File: src/rtl/sevseg_pkg.sv
`default_nettype none
// ============================================================================
//  Module      : sevseg_pkg
//  Description : Shared constants and helpers for the seven-segment scan
//                driver: hex-to-segment table, segment bit positions and
//                pin-polarity helpers.
//  Revision    : 1.0 - initial release
// ============================================================================
package sevseg_pkg;

    // Segment bus layout: bit 7 is the decimal point, bits 6..0 are g..a.
    localparam int c_seg_dp_bit  = 7;
    localparam int c_seg_msb_bit = 6;

    // Active-high gfedcba patterns for hex digits 0..F.
    localparam logic [6:0] c_hex_seg_table [16] = '{
        7'h3F, 7'h06, 7'h5B, 7'h4F,
        7'h66, 7'h6D, 7'h7D, 7'h07,
        7'h7F, 7'h6F, 7'h77, 7'h7C,
        7'h39, 7'h5E, 7'h79, 7'h71
    };

    // Segment pattern that lights nothing for the given pin polarity. The
    // same value doubles as the XOR mask that converts active-high to pins.
    function automatic logic [7:0] seg_off(input bit active_low);
        return active_low ? 8'hFF : 8'h00;
    endfunction

    // Digit-select pattern (up to 8 digits) that selects nothing.
    function automatic logic [7:0] dig_off(input bit active_low);
        return active_low ? 8'hFF : 8'h00;
    endfunction

endpackage
`default_nettype wire

File: src/rtl/sevseg_scan_driver_if.sv
`default_nettype none
// ============================================================================
//  Module      : sevseg_scan_driver_if
//  Description : Display-data bus between the value producer (master) and
//                the scan driver (slave), plus the board-facing pin outputs.
//  Revision    : 1.0 - initial release
// ============================================================================
interface sevseg_scan_driver_if #(
    parameter int NUM_DIGITS = 4
);
    logic [4*NUM_DIGITS-1:0] DIGITS_IN;
    logic [NUM_DIGITS-1:0]   DP_IN;
    logic [NUM_DIGITS-1:0]   ENA_IN;
    logic                    BLANK_LZ;
    logic [3:0]              BRIGHT;
    logic [7:0]              SEG;
    logic [NUM_DIGITS-1:0]   DIGIT;
    logic                    FRAME_TICK;

    modport master (
        output DIGITS_IN, DP_IN, ENA_IN, BLANK_LZ, BRIGHT,
        input  SEG, DIGIT, FRAME_TICK
    );

    modport slave (
        input  DIGITS_IN, DP_IN, ENA_IN, BLANK_LZ, BRIGHT,
        output SEG, DIGIT, FRAME_TICK
    );
endinterface
`default_nettype wire

File: src/rtl/hex_to_sevseg.sv
`default_nettype none
// ============================================================================
//  Module      : hex_to_sevseg
//  Description : Combinational hex nibble to active-high gfedcba decoder.
//  Revision    : 1.0 - initial release
// ============================================================================
module hex_to_sevseg
    import sevseg_pkg::*;
(
    input  logic [3:0] i_hex,
    output logic [6:0] o_seg
);

    // Straight table lookup; polarity is applied by the caller.
    assign o_seg = c_hex_seg_table[i_hex];

endmodule
`default_nettype wire

File: src/rtl/sevseg_scan_driver.sv
`default_nettype none
// ============================================================================
//  Module      : sevseg_scan_driver
//  Description : Time-multiplexed seven-segment driver with frame snapshot,
//                anti-ghosting dead time, duty-cycle brightness, per-digit
//                enable/decimal point and leading-zero blanking. Pin outputs
//                come straight from registers.
//  Revision    : 1.0 - initial release
// ============================================================================
module sevseg_scan_driver
    import sevseg_pkg::*;
#(
    parameter int NUM_DIGITS     = 4,
    parameter int CLK_DIV        = 50000,
    parameter int DEAD_CYCLES    = 500,
    parameter bit SEG_ACTIVE_LOW = 1'b1,
    parameter bit DIG_ACTIVE_LOW = 1'b1
) (
    input  logic                 CLK,
    input  logic                 RST_N,
    sevseg_scan_driver_if.slave  bus
);

    localparam int c_p_w    = (CLK_DIV > 1) ? $clog2(CLK_DIV) : 1;
    localparam int c_posn_w = $clog2(NUM_DIGITS);
    localparam int c_step   = (CLK_DIV - DEAD_CYCLES) / 16;

    localparam logic [c_p_w-1:0]    c_p_last    = c_p_w'(CLK_DIV - 1);
    localparam logic [c_posn_w-1:0] c_posn_last = c_posn_w'(NUM_DIGITS - 1);

    // Off patterns are also the XOR masks from active-high to pin polarity.
    localparam logic [7:0]            c_seg_off = seg_off(SEG_ACTIVE_LOW);
    localparam logic [NUM_DIGITS-1:0] c_dig_off = NUM_DIGITS'(dig_off(DIG_ACTIVE_LOW));

    // Scan timing state
    logic [c_p_w-1:0]    r_p;
    logic [c_posn_w-1:0] r_posn;

    // Frame shadow registers; the display reads only these
    logic                    r_sv;
    logic [4*NUM_DIGITS-1:0] r_digits_sh;
    logic [NUM_DIGITS-1:0]   r_dp_sh;
    logic [NUM_DIGITS-1:0]   r_ena_sh;
    logic                    r_blz_sh;
    logic [3:0]              r_bright_sh;

    // Registered pin outputs
    logic                  r_frame_tick;
    logic [7:0]            r_seg;
    logic [NUM_DIGITS-1:0] r_digit;

    // Combinational helpers
    logic                  w_p_last;
    logic                  w_snapshot;
    int                    w_on_end;
    logic                  w_window;
    logic [NUM_DIGITS-1:0] w_blank;
    logic                  w_show;
    logic [3:0]            w_nibble;
    logic [6:0]            w_seg7;
    logic [7:0]            w_seg_ah;
    logic [NUM_DIGITS-1:0] w_onehot;

    assign w_p_last   = (r_p == c_p_last);
    assign w_snapshot = w_p_last && (r_posn == c_posn_last);

    // Prescaler and slot index: p wraps every CLK_DIV cycles, posn advances on the wrap
    always_ff @(posedge CLK or negedge RST_N) begin
        if (!RST_N) begin
            r_p    <= '0;
            r_posn <= '0;
        end else if (w_p_last) begin
            r_p    <= '0;
            r_posn <= (r_posn == c_posn_last) ? '0 : r_posn + 1'b1;
        end else begin
            r_p    <= r_p + 1'b1;
        end
    end

    // Capture all display inputs at the end of the last slot so a frame never tears
    always_ff @(posedge CLK or negedge RST_N) begin
        if (!RST_N) begin
            r_sv         <= 1'b0;
            r_digits_sh  <= '0;
            r_dp_sh      <= '0;
            r_ena_sh     <= '0;
            r_blz_sh     <= 1'b0;
            r_bright_sh  <= 4'h0;
            r_frame_tick <= 1'b0;
        end else begin
            r_frame_tick <= w_snapshot;
            if (w_snapshot) begin
                r_sv        <= 1'b1;
                r_digits_sh <= bus.DIGITS_IN;
                r_dp_sh     <= bus.DP_IN;
                r_ena_sh    <= bus.ENA_IN;
                r_blz_sh    <= bus.BLANK_LZ;
                r_bright_sh <= bus.BRIGHT;
            end
        end
    end

    // Lit window inside a slot: starts after the dead time, length scales with brightness
    always_comb begin
        w_on_end = (r_bright_sh == 4'hF) ? CLK_DIV
                                         : DEAD_CYCLES + int'(r_bright_sh) * c_step;
        w_window = (int'(r_p) >= DEAD_CYCLES) && (int'(r_p) < w_on_end);
    end

    // Leading-zero blanking: a digit is blank when it and every digit to its left
    // are zero and it has no decimal point; the rightmost digit always shows.
    genvar gi;
    generate
        for (gi = 0; gi < NUM_DIGITS; gi++) begin : g_blank
            if (gi == 0) begin : g_lsd
                assign w_blank[gi] = 1'b0;
            end else begin : g_upper
                assign w_blank[gi] = r_blz_sh && !r_dp_sh[gi]
                                  && (r_digits_sh[4*NUM_DIGITS-1:4*gi] == '0);
            end
        end
    endgenerate

    assign w_nibble = r_digits_sh[{r_posn, 2'b00} +: 4];

    hex_to_sevseg u_hex (
        .i_hex (w_nibble),
        .o_seg (w_seg7)
    );

    // Active-high segment word and one-hot digit select for the current slot
    always_comb begin
        w_seg_ah                         = 8'h00;
        w_seg_ah[c_seg_dp_bit]           = r_dp_sh[r_posn];
        w_seg_ah[c_seg_msb_bit:0]        = w_seg7;
        w_onehot                         = '0;
        w_onehot[r_posn]                 = 1'b1;
    end

    assign w_show = r_sv && w_window && r_ena_sh[r_posn] && !w_blank[r_posn];

    // Pin registers: drive the selected digit during the window, otherwise all dark
    always_ff @(posedge CLK or negedge RST_N) begin
        if (!RST_N) begin
            r_seg   <= c_seg_off;
            r_digit <= c_dig_off;
        end else if (w_show) begin
            r_seg   <= w_seg_ah ^ c_seg_off;
            r_digit <= w_onehot ^ c_dig_off;
        end else begin
            r_seg   <= c_seg_off;
            r_digit <= c_dig_off;
        end
    end

    assign bus.SEG        = r_seg;
    assign bus.DIGIT      = r_digit;
    assign bus.FRAME_TICK = r_frame_tick;

endmodule
`default_nettype wire
File: src/flat_wrapper.sv
// flat-port wrapper written by rule: the top's interface ports become plain ports
module sevseg_scan_driver_flat import sevseg_pkg::*;
#(
    parameter int NUM_DIGITS     = 4,
    parameter int CLK_DIV        = 50000,
    parameter int DEAD_CYCLES    = 500,
    parameter bit SEG_ACTIVE_LOW = 1'b1,
    parameter bit DIG_ACTIVE_LOW = 1'b1
)
  (CLK, RST_N, bus_DIGITS_IN, bus_DP_IN, bus_ENA_IN, bus_BLANK_LZ, bus_BRIGHT, bus_SEG, bus_DIGIT, bus_FRAME_TICK);
  sevseg_scan_driver_if #(.NUM_DIGITS(NUM_DIGITS)) bus_i ();
  input  logic CLK;
  input  logic RST_N;
  input wire logic [$bits(bus_i.DIGITS_IN)-1:0] bus_DIGITS_IN;
  input wire logic [$bits(bus_i.DP_IN)-1:0] bus_DP_IN;
  input wire logic [$bits(bus_i.ENA_IN)-1:0] bus_ENA_IN;
  input wire logic [$bits(bus_i.BLANK_LZ)-1:0] bus_BLANK_LZ;
  input wire logic [$bits(bus_i.BRIGHT)-1:0] bus_BRIGHT;
  output wire logic [$bits(bus_i.SEG)-1:0] bus_SEG;
  output wire logic [$bits(bus_i.DIGIT)-1:0] bus_DIGIT;
  output wire logic [$bits(bus_i.FRAME_TICK)-1:0] bus_FRAME_TICK;
  assign bus_i.DIGITS_IN = bus_DIGITS_IN;
  assign bus_i.DP_IN = bus_DP_IN;
  assign bus_i.ENA_IN = bus_ENA_IN;
  assign bus_i.BLANK_LZ = bus_BLANK_LZ;
  assign bus_i.BRIGHT = bus_BRIGHT;
  assign bus_SEG = bus_i.SEG;
  assign bus_DIGIT = bus_i.DIGIT;
  assign bus_FRAME_TICK = bus_i.FRAME_TICK;
  sevseg_scan_driver #(.NUM_DIGITS(NUM_DIGITS), .CLK_DIV(CLK_DIV), .DEAD_CYCLES(DEAD_CYCLES), .SEG_ACTIVE_LOW(SEG_ACTIVE_LOW), .DIG_ACTIVE_LOW(DIG_ACTIVE_LOW)) u_core (.CLK(CLK), .RST_N(RST_N), .bus(bus_i));
endmodule
File: config.mk
export PLATFORM = sky130hd
export DESIGN_NAME = sevseg_scan_driver_flat
export DESIGN_NICKNAME = d
export VERILOG_FILES = /design/src/rtl/sevseg_pkg.sv /design/src/rtl/sevseg_scan_driver_if.sv /design/src/rtl/hex_to_sevseg.sv /design/src/rtl/sevseg_scan_driver.sv /design/src/flat_wrapper.sv
export SDC_FILE = /design/constraint.sdc
export NUM_CORES = 1
export LEC_CHECK = 0
export ABC_AREA = 1
export CAP_MARGIN = 25
export CORE_ASPECT_RATIO = 1.4
export CORE_MARGIN = 2
export CORE_UTILIZATION = 50
export DETAILED_ROUTE_END_ITERATION = 10
export MAX_ROUTING_LAYER = met4
export PLACE_DENSITY = 0.74
export SKIP_LAST_GASP = 1
export SYNTH_ARGS = -nofsm -noshare
export SYNTH_HDL_FRONTEND = slang
export SYNTH_HIERARCHICAL = 1
export SYNTH_SLANG_ARGS = --single-unit
File: constraint.sdc
create_clock -name CLK -period 3.51 [get_ports CLK]
set_input_delay 0.702 -clock CLK [delete_from_list [all_inputs] [get_ports CLK]]
set_output_delay 0.702 -clock CLK [all_outputs]
set_load 0.005 [all_outputs]
; Word-level counts from Yosys, hierarchy flattened
; Memory sizes are Yosys's and may differ from the RTL's.
; Cells that the tools add are included.
[classes]
add_sub_neg = 3
mul = 1
magnitude_cmp = 5
n_eq_ne = 3
n_shift = 1
muxes = 15
n_bitwise = 3
reduce_logical = 19
[ops]
columns = op, count
row1 = $add A10 B32 Y32 const A, 1
row2 = $lt A17 B32 Y1, 1
row3 = $mux W32, 1
row4 = $add A16 B1 Y16 const B, 1
row5 = $eq A16 B16 Y1 const B, 1
row6 = $ge A16 B9 Y1 const B, 1
row7 = $mul A4 B12 Y16 const B, 1
row8 = $mux W16, 1
row9 = $shiftx A16 B5 Y4, 1
row10 = $mux W7, 2
row11 = $logic_and A1 B1 Y1, 12
row12 = $logic_not A12 Y1, 1
row13 = $logic_not A8 Y1, 1
row14 = $mux W8, 1
row15 = $not A8 Y8, 1
row16 = $bmux W1 S2, 3
row17 = $ge A5 B5 Y1 const B, 1
row18 = $not A4 Y5, 1
row19 = $eq A4 B4 Y1 const B, 1
row20 = $logic_not A1 Y1, 4
row21 = $logic_not A4 Y1, 1
row22 = $mux W1, 4
row23 = $mux W4, 1
row24 = $not A4 Y4, 1
row25 = other kinds (6), 6
[totals]
ff_bits = 61
mem_bits_ro = 112
input_bits = 31
out_inout_bits = 13
wordCells = 62
memories = 1
[mem_list]
columns = memory, depth, width, rd, rd_clocked_by_memory_dff, write_ports, line
row1 = (name not given), 16, 7, 1, 0, 0, hex_to_sevseg.sv:15  ; assign o_seg = c_hex_seg_table[i_hex];

; Longest topological paths before layout
[logic_depth]
depth_word = 9
ltp_mapped = 26
depth_no_buf = 25

; Hierarchy
; The synthesis kept the hierarchy.
[modules_own_cells]
columns = mod, instances, cells_per_inst, area_each_um2, seq_area_each_um2
row1 = sevseg_scan_driver, 1, 498, 4008.8, 1541.5
row2 = hex_to_sevseg, 1, 52, 270.3, 0.0

; Worst setup path before layout
; Ideal clock, no wire load.
[synth_timing]
path_kind = reg-to-reg
start = register u_core.r_bright_sh[3]
end = register u_core.r_digit[0], in the netlist u_core/bus.DIGIT[0]
t_arrival_ns = 3.613
required_time_ns = 3.423
setup_slack_ns = -0.190
path_stages_with_launch = 27
path_buffers = 1
period_less_slack_ns = 3.700
cell_sequence = dfrtp_1 -> inv_1 -> fa_1 -> inv_1 -> fa_1 -> inv_1 -> ha_1 -> nand2_1 -> inv_1 -> a21oi_1 -> nor2_1 -> nor2_1 -> nor2_1 -> a21oi_1 -> o21ai_0 -> ha_1 -> nand2_1 -> inv_1 -> nor3_1 -> nand2_1 -> nand2_1 -> nand2_1 -> nand2_1 -> nand2_1 -> nand2_1 -> buf_4 -> nand3_1
[synth_between]
elab_chain_len = 9
word_cells_on_any_way = 10
[synth_rtl]
columns = element, line
row1 = start: declaration, sevseg_scan_driver.sv:45  ; logic [3:0] r_bright_sh;
row2 = start signal: assignment, sevseg_scan_driver.sv:98  ; r_bright_sh <= bus.BRIGHT;
row3 = $mul A4 B12 Y16, sevseg_scan_driver.sv:106  ; : DEAD_CYCLES + int'(r_bright_sh) * c_step;
row4 = $add A10 B32 Y32, sevseg_scan_driver.sv:106
row5 = $mux W32 *, sevseg_scan_driver.sv:105  ; w_on_end = (r_bright_sh == 4'hF) ? CLK_DIV
row6 = $lt A17 B32 Y1 *, sevseg_scan_driver.sv:107  ; w_window = (int'(r_p) >= DEAD_CYCLES) && (int'(r_p) < w_on_end);
row7 = $logic_and A1 B1 Y1 *, sevseg_scan_driver.sv:107
row8 = $logic_and A1 B1 Y1 * (3 in a row), sevseg_scan_driver.sv:140  ; assign w_show = r_sv && w_window && r_ena_sh[r_posn] && !w_blank[r_posn];
row9 = $mux W4 *, sevseg_scan_driver.sv:147  ; end else if (w_show) begin
row10 = end signal: assignment, sevseg_scan_driver.sv:146  ; r_digit <= c_dig_off;
row11 = end signal: assignment, sevseg_scan_driver.sv:149  ; r_digit <= w_onehot ^ c_dig_off;
row12 = end signal: assignment, sevseg_scan_driver.sv:152  ; r_digit <= c_dig_off;
row13 = end: declaration, sevseg_scan_driver.sv:50  ; logic [NUM_DIGITS-1:0] r_digit;
; Every way passes the cells marked *; elsewhere a longest branch is shown, timed or not.
; A chain may end at the register's enable or synchronous reset.

; Worst setup path after layout
[layout_timing]
start = register u_core.r_bright_sh[1]
end = register u_core.r_seg[7], in the netlist u_core/bus.SEG[7]
[layout_between]
elab_chain_len = 9
word_cells_on_any_way = 10
[layout_rtl]
columns = element, line
row1 = $mul A4 B12 Y16, sevseg_scan_driver.sv:106
row2 = $add A10 B32 Y32, sevseg_scan_driver.sv:106
row3 = $mux W32 *, sevseg_scan_driver.sv:105
row4 = $lt A17 B32 Y1 *, sevseg_scan_driver.sv:107
row5 = $logic_and A1 B1 Y1 *, sevseg_scan_driver.sv:107
row6 = $logic_and A1 B1 Y1 * (3 in a row), sevseg_scan_driver.sv:140
row7 = $mux W8 *, sevseg_scan_driver.sv:147
row8 = end signal: assignment, sevseg_scan_driver.sv:145  ; r_seg <= c_seg_off;
row9 = end signal: assignment, sevseg_scan_driver.sv:148  ; r_seg <= w_seg_ah ^ c_seg_off;
row10 = end signal: assignment, sevseg_scan_driver.sv:151  ; r_seg <= c_seg_off;
row11 = end: declaration, sevseg_scan_driver.sv:49  ; logic [7:0] r_seg;
; Marks and branches as above.

==> impl_metrics.ini <==
[layout]
syn_to_final_growth_pct = 27.4
fillers = 686
nets = 709
finalNonFillerCells = 729
post-route-util_pct = 66.1
final_area_um2 = 5450
drive_above_1_share_pct = 18.5
antennaDiodeCount = 0

[power]
peakVddDrop_mv = 0.309
swShare_pct = 19.2
power.internal_mw = 1.37
powerDensity_nw_per_um2 = 312
clockPowerShare_pct = 55.9
combinationalPowerShare_pct = 2.7
power_switching_uw = 326
power.leakage_nw = 2.62
seqPwrFrac_pct = 41.4

[synthesis]
yosysUniqueCellTypes = 35
synth_area_leaders = dfrtp_1 (29%), ha_1 (15%), nand2_1 (15%)
synth_seq_area_share_pct = 36.0
synth_top_area_share_pct = 28.7
syn_nets = 637
synthArstFlopShare_pct = 100
syn-cell-area_um2 = 4280
synth.most_common_cell = nand2_1
synth_edf_count = 0
avgSynthCellArea_um2 = 7.78
ys_seq_elements = 61
synth_area_leader_cell = dfrtp_1
ys_warn_count = 6
synth_common_cells = nand2_1 (171), inv_1 (64), ha_1 (53)
syn_inst = 550
ys.flop_type = dfrtp_1

[grt]
grt_max_degree = 36
grt_pass1_wl_um = 17200
first_global_vias = 3925
grt.total_usage_pct = 24.4
grt_overflow = 0
antenna_found_initial = 0

[floorplan]
initial_core_util_pct = 51.9
die_h_um = 113
die_area_um2 = 9320
coreArea_um2 = 8250
chipWidth_um = 82.2
row_count = 39
ios = 44

[cts]
clk_latency_ps = 330
numCtsBuffers = 9
clk_transition_reported_paths_ps = 60
cts.sinks = 61
h-tree-depth = 3
cts_tree = done
cts-root-buf = clkbuf_16
clockBufferDepth = 2
cts_hold_buffers = 0

[timing]
fin_crit_sh_pct = 107
layout_min_cycle_time_ps = 3750
hold_violations = 0
setup_violations = 12
worstMarginPinSlew_ps = 939
relSlewSlack_pct = 36.7
rsz0062_at_grt = true
clock_skew_ps = 9.48
maxSlewViolCount = 0
worst_slack_ps = -239
timing.fmax_ghz = 0.267

[routing]
num_vias = 3860
drt_pre_antenna_iters = 4
drt_iter0_drc = 176
routed_via_density = 5.29
routed_wirelength_um = 10000
drc = 0
routedLengthMet1_um = 3810
dr_wl_met2_um = 5550
top_layer_used = met4
detail-route-antenna-nets = 0
route.met3.wl_um = 350
wl_per_cell_um = 13.7

[setup_path]
crit_top_cell = nand2_1
crit_buf_inv = 6
path_class = register to register
arrival_ps = 3970
cp-end-kind = register
rr_worst_depth = 26
cpMaxStageDelayCell = dfrtp_2
path_max_fanout = 5
cp.depth = 26
worstSetupStartpointType = register
required_ps = 3730
cpPeakStageDelay_ps = 440
cp_top_family = adder cells

[run]
drv_cap = 0

[placed_design]
gp_congestion = 0.908
port_buffers = 43
place_hpwl_um = 7500
dp_cells = 704
dpl_cell_area_um2 = 4940

[status]
status = finished, violations left
failed_checks = negative setup slack

[worst_hold_path]
worstHoldPathType = input port to async pin
-- what timing repair did --
item | in CTS | in global routing
endpoints found under the hold margin | 0 | 0
resized for setup | 18 | 13
setup endpoints to repair | 12 | 12
cloned | 1 | 0
setup buffers | 6 | 3
pin swaps | 8 | 4
-- path summary, 6_finish.rpt --
check	endpoint	from	slack [ps]
worst max-delay path	u_core/bus.SEG[7]	u_core/r_bright_sh[1]	-240
worst min-delay path	u_core/r_p[6]	RST_N	370
worst max register to register	u_core/bus.SEG[7]	u_core/r_bright_sh[1]	-240
worst min register to register	u_core/r_ena_sh[2]	u_core/r_ena_sh[2]	470
max in group asynchronous	u_core/bus.SEG[1]	RST_N	2270
min in group CLK	u_core/r_ena_sh[2]	u_core/r_ena_sh[2]	470
-- cells in the final DEF (no fill, tap or decap), types with 3 or more instances in the layout --
master / synthesis / layout
nand4_1: 3 / 3
inv_1: 64 / 57
nand3_2: 10 / 12
nand2_1: 171 / 165
o22ai_1: 3 / 3
inv_2: 4 / 11
clkdlybuf4s50_1: 0 / 42
ha_4: 0 / 4
nor3_1: 11 / 8
dfrtp_2: 0 / 3
nand3_1: 26 / 24
xor2_1: 5 / 5
nor2_2: 0 / 3
dfrtp_1: 49 / 46
o211ai_1: 4 / 4
nand2_2: 4 / 10
nor2_1: 34 / 31
ha_1: 53 / 48
nor3_2: 0 / 3
o21ai_0: 35 / 33
a21oi_4: 0 / 3
nor4_1: 8 / 8
o21ai_1: 1 / 3
clkbuf_16: 0 / 9
dfstp_2: 12 / 12
a21oi_1: 23 / 20
buf_4: 2 / 28
-- power by group through the flow --
stage	clock network, mW	logic, mW	registers, mW
2_1_floorplan	0	0.00000127	0.716
3_3_place_gp	0	0.0467	0.716
3_5_place_dp	0	0.0472	0.716
4_1_cts	0.965	0.0473	0.705
5_1_grt	1.01	0.0517	0.704
6_report	0.950	0.0457	0.705
-- routing by layer --
layer	vias up	GRT usage [%]
li1	1920	-
met1	1792	25.5
met2	118	43.5
met3	30	4.19
met4	0	11.0
met5	-	-
-- sequential cells by signal (all words and copies together) (netlist names), 2 cells and up --
signal              flops
u_core/r_dp_sh          4
u_core/r_p             16
u_core/bus.SEG          8
u_core/r_posn           2
u_core/r_ena_sh         4
u_core/r_digits_sh     16
u_core/bus.DIGIT        4
u_core/r_bright_sh      4
-- metrics by stage --
step	hold WS, ps	setup TNS [ps]	power, mW	setup WS, ps
after floorplan	406	0	0.716	6.93
after global placement	437	-1170	0.763	-123
after detailed placement	460	-2960	0.763	-287
after CTS	388	-2390	1.72	-212
after global routing	418	-5720	1.76	-525
final	371	-2310	1.70	-239
-- final cells by class --
type                            count  area (um2)  share of cell area [%]
Tap cell                          102         128                    2.34
Inverter                           71         269                    4.94
Clock inverter                      5        83.8                    1.54
Sequential cell                    61        1550                    28.4
Multi-Input combinational cell    405        2500                    45.9
Timing Repair Buffer               74         678                    12.4
Clock buffer                       11         243                    4.45
-- logic make-up after synthesis --
logic type,synth area share (%)
AO/OA/AOI/OAI,9.39
XOR/XNOR,1.23
adder cells (fa/ha/maj),16.9
buffers and inverters,8.71
flip-flops,36.0
AND/OR/NAND/NOR,27.7
(Power assumes the default switching activity.)
